--- src/rtl/seq_detect_1011.sv ---
// rtl/seq_detect_1011.sv - Moore detector for serial pattern 1011 with saturating match counter
//
// Purpose:
//   Watches a qualified serial bit stream for the pattern 1011. A one-cycle
//   detect pulse follows the edge that completes the pattern. A saturating
//   counter records how many matches have occurred since reset or clear.
//   OVERLAP selects whether the tail of a match may start the next one.
//
// Ports:
//   clk          system clock, rising edge
//   rst          synchronous active-high reset, overrides all other inputs
//   bit_in       serial data bit
//   bit_valid    bit_in is consumed only on edges where this is 1
//   count_clr    synchronous clear of match_count
//   detect       registered one-cycle match pulse
//   match_count  saturating number of matches
//   state_dbg    current FSM state code

module seq_detect_1011 #(
  parameter int OVERLAP = 1,
  parameter int CNT_W   = 8
) (
  input  logic             clk,
  input  logic             rst,
  input  logic             bit_in,
  input  logic             bit_valid,
  input  logic             count_clr,
  output logic             detect,
  output logic [CNT_W-1:0] match_count,
  output logic [2:0]       state_dbg
);

  typedef enum logic [2:0] {
    S0    = 3'd0,
    S1    = 3'd1,
    S10   = 3'd2,
    S101  = 3'd3,
    S1011 = 3'd4
  } state_t;

  localparam logic [CNT_W-1:0] CNT_MAX = '1;

  state_t           state_q, state_d;
  logic             detect_q, detect_d;
  logic [CNT_W-1:0] count_q, count_d;
  logic             match;

  always_ff @(posedge clk) begin
    if (rst) begin
      state_q  <= S0;
      detect_q <= 1'b0;
      count_q  <= '0;
    end else begin
      state_q  <= state_d;
      detect_q <= detect_d;
      count_q  <= count_d;
    end
  end

  // Next-state logic. The illegal codes fall into the default branch and
  // return to S0 on the next edge even when no bit is being consumed.
  always_comb begin
    state_d = state_q;
    match   = 1'b0;
    case (state_q)
      S0: begin
        if (bit_valid) begin
          state_d = bit_in ? S1 : S0;
        end
      end
      S1: begin
        if (bit_valid) begin
          state_d = bit_in ? S1 : S10;
        end
      end
      S10: begin
        if (bit_valid) begin
          state_d = bit_in ? S101 : S0;
        end
      end
      S101: begin
        if (bit_valid) begin
          if (bit_in) begin
            state_d = S1011;
            match   = 1'b1;
          end else begin
            state_d = S10;
          end
        end
      end
      S1011: begin
        // With overlap the trailing 1 of the match acts as the leading 1
        // of the next pattern, so a 0 leaves us having seen "10".
        if (bit_valid) begin
          if (bit_in) begin
            state_d = S1;
          end else if (OVERLAP != 0) begin
            state_d = S10;
          end else begin
            state_d = S0;
          end
        end
      end
      default: begin
        state_d = S0;
      end
    endcase
  end

  // The pulse is tied to the entry edge rather than to residence in S1011,
  // so holding in S1011 with bit_valid low produces no repeat pulse.
  always_comb begin
    detect_d = match;
  end

  // A clear coinciding with a match still records that match.
  always_comb begin
    count_d = count_q;
    if (count_clr) begin
      count_d = match ? {{(CNT_W-1){1'b0}}, 1'b1} : '0;
    end else if (match && (count_q != CNT_MAX)) begin
      count_d = count_q + 1'b1;
    end
  end

  assign detect      = detect_q;
  assign match_count = count_q;
  assign state_dbg   = state_q;

endmodule

--- config.mk ---
export PLATFORM = sky130hd
export DESIGN_NAME = seq_detect_1011
export DESIGN_NICKNAME = d
export VERILOG_FILES = /design/src/rtl/seq_detect_1011.sv
export SDC_FILE = /design/constraint.sdc
export NUM_CORES = 1
export LEC_CHECK = 0
export ABC_AREA = 1
export BUFFER_PORTS_ARGS = -buffer_cell sky130_fd_sc_hd__buf_2
export CORE_UTILIZATION = 44
export CTS_BUF_LIST = sky130_fd_sc_hd__clkbuf_16
export CTS_CLUSTER_DIAMETER = 50
export DETAILED_ROUTE_END_ITERATION = 12
export PLACE_DENSITY = 0.72
export SETUP_SLACK_MARGIN = 0.2
export SYNTH_ARGS = -nofsm -noshare
export SYNTH_HDL_FRONTEND = slang
export SYNTH_SLANG_ARGS = --single-unit
--- constraint.sdc ---
create_clock -name clk -period 1.3 [get_ports clk]
set_clock_uncertainty 0.15 [all_clocks]
set_input_delay 0.13 -clock clk [delete_from_list [all_inputs] [get_ports clk]]
set_output_delay 0.13 -clock clk [all_outputs]
set_load 0.005 [all_outputs]
==> results list <==
- Effective utilization at floorplan: 0.4878
- Number of maximum-capacitance constraint violations: 0
* Per-cell routed wire length: 13.40 um
- dfxtp_1 takes more of the synthesized area than any other cell.
* Final Hold Fails: 0
- In this run the horizontal extent of the chip is 40.46 um.
- The number of placed instances, taps included, is 138.
* Layout Utilization: 0.8283
- Wires add up to 1.983 mm.
- Pwr dens: 944.8 nW/um^2
- Clock-pin slew was measured on the worst setup and hold paths at 0.04 ns.
* 1st-iter DRT viols: 21
- Detailed placement ended at an HPWL of approximately 1.1 mm.
- For met3 alone, demand over resource in global routing was 0.1056.
- STA classifies the critical path endpoint as a flip-flop.
- Largest cells by area after synthesis: dfxtp_1 37%, nand2_1 12%, inv_1 8.7%
- In this design, the stage delay of the slowest critical-path cell is 0.36 ns.
* Static leakage power: 0.5111 nW
- Max rail drop VDD: 834.8 uV
* Count of H-tree levels built during CTS: 1
- Residual DRC: 0
- The area growth from synthesis to layout is 69.81%.
- Slew @ Worst Pin: 0.2503 ns
* Post-synth cell types: 20
* Clock tree from TritonCTS: yes
- Along the worst path, the maximum fanout reaches 7.
* Yosys top cell area share: 0.3692
- For met1 alone, demand over resource in global routing was 0.2558.
* Worst Setup Path Type: reg -> reg
* Via count of the routed design: between 700 and 800
- Combined area of all synthesized cells: about 650 um^2
* Unrepaired setup endpoints after global routing: true
- met2 is the most crowded layer.
- Bufs and invs on worst path: 0
- The initialized floorplan defines 13 standard-cell rows.
- Walking the worst path, the cells encountered are ha_4 -> nand2_4 -> nor2_4 -> nand2_4 -> nand2_8 -> nand2_4 -> nand2_1 -> a21oi_1.
* Top-level I/O count: 17
- Counting flops with a built-in enable in the synthesized netlist gives 0.
* Most common cell in the synthesized netlist: nand2_1
* Remaining max-slew budget at the tightest pin: 0.8328
- For this run, the leading register cell type out of synthesis is dfxtp_1.
* Antenna violations before repair: 0
- Of the synthesized area, sequential elements account for 0.3692.
- Setup slack of the critical path after layout: -0.06661 ns
- Post-route antenna net violation count: 0
* Cell occurring most often along the worst timing path: nand2_4
- STA puts the critical path data arrival time at 1.35 ns.
- After floorplanning, the core was sized to cover 1334 um^2.
- GPL Wtd Cong: 0.7884
* Total global routing track utilization: 0.2509
* FMAX: 731.7 MHz
* Global-route met2 utilization: 0.4683
- Critical Path RT: approximately 1.3 ns
- The final reports fail on negative setup slack.
* Post-DR vias/cell: 5.176
- Total number of yosys warnings: 0
* Clock root buffer: clkbuf_16
* Critical path's top delay family: simple AND/OR/NAND/NOR gates
* Total clock buffers created by CTS: 3
* Synthesized flop and latch total: 12
- Counting every instance in the synthesized netlist gives 97.
- Pin count of the biggest net entering global routing: 8
- Post-synthesis async set-or-reset flop share: 0
* Share of the clock period used by the worst path: 1.051
* 1st-pass router iterations: 5
* Path class of the lowest-slack min-delay path: in -> reg
* Number of pins exceeding their max-slew limit in the final report: 0
- The longest clock path from root to sink contains 2 buffers.
* Area enclosed by the die boundary: 1637 um^2
- Type of element launching the critical path: flip-flop
- Timing analysis after detailed placement gives a worst setup slack of -0.08187 ns.
* Global-route wire length before repair: 2.628 mm
- Clock tree sinks: 12
* Vias in the first global route: 639
* Highest-delay cell along the critical path: dfxtp_4
* Average size of a mapped cell: 6.707 um^2
* Sum of overflow across all layers after global routing: 0
- For the worst-skew pair, the clock arrives at the later sink with an insertion delay of ~0.24 ns.
* # diodes: 0
- Total of buffers placed on input and output ports: 16
* Die Height: 40.46 um
* Number of nets in the synthesized netlist: 103
- Status: complete, but fails checks
- The finished layout holds between 100 and 150 standard cells, fillers aside.
- Leading post-synthesis cells by instance count: 21 x nand2_1, 15 x inv_1, 14 x nor2_1
* Setup violators final: 7
- Of the cells placed in the final design, the portion with a size suffix greater than 1 is 0.5038.
- Post-route minimum period: approximately 1.4 ns
- The net count of the finished layout is 140.
state kept, by name (all words and copies together) (netlist names):
signal and flops:
detect 1, match_count 8, state_dbg 3
metrics by stage:
step	hold slack, ns	total power [W]	setup TNS, ns	cell area (um^2)
6_report	0.04238	0.001044	-0.4038	1105
5_1_grt	0.07124	0.001073	-0.9108	1105
4_1_cts	-0.03657	0.001023	-0.2130	997.2
3_5_place_dp	0.2242	0.0004525	-0.4601	857.1
3_3_place_gp	0.2195	0.0004516	-0.1533	857.1
2_1_floorplan	0.03936	0.0004192	-0.004591	683.2
repair_timing:
action                                  CTS  global route
endpoints found under the hold margin     4             2
endpoints found under the setup margin   15            17
resized for setup                        16            19
pin swaps                                 9             6
buffers inserted                          2             2
power by group:
group          leakage, nW  switching (W)  total [W]  internal (W)
clock network       0.0423       0.000160   0.000564      0.000405
logic                0.368      0.0000516   0.000102     0.0000506
registers            0.101     0.00000601   0.000377      0.000371
per-layer routing:
metal | routed length (um) | up-vias
met1 | 816 | 349
met3 | 104 | 2
met2 | 1045 | 32
li1 | - | 383
met4 | 17 | 0
met5 | 0 | -
kinds of logic after synthesis:
logic type	synth area share
compound gates	0.1365
fa+ha+maj	0.01923
buf+inv	0.08653
flops	0.3692
simple gates	0.3885
area by class of cell:
type | instances | area [um^2]
fill | 82 | 229.0
tap | 15 | 18.77
clock inverter | 1 | 3.754
multi-input combinational | 70 | 457.9
inverter | 15 | 56.30
clock buffer | 3 | 75.07
sequential | 12 | 256.5
timing repair buffer | 32 | 236.5
tightest hold or removal path, stage by stage:
cell and delay (ns):
buf_2 0.10, or2_4 0.11, a21oi_2 0.05
path summary, 6_finish.rpt:
path	depth (start not counted)	endpoint	start	slack, ns
max	8	match_count[4]	match_count[0]	-0.07
min	3	state_dbg[1]	bit_in	0.04
max reg2reg	8	match_count[4]	match_count[0]	-0.07
min reg2reg	2	match_count[4]	match_count[4]	0.33
cell usage in the layout (no fill, tap or decap), drive strengths merged:
| cell type | n |
|---|---|
| buf | 30 |
| nand2 | 24 |
| inv | 16 |
| nor2 | 16 |
| dfxtp | 12 |
| a21oi | 10 |
| nand3 | 9 |
| clkbuf | 3 |
| o21bai | 2 |
| dlygate4sd3 | 2 |
| or2 | 2 |
| o21ai | 2 |
| a31oi | 1 |
| o211ai | 1 |
| nor3 | 1 |
| nor3b | 1 |
| ha | 1 |
(Power assumes the default switching activity.)
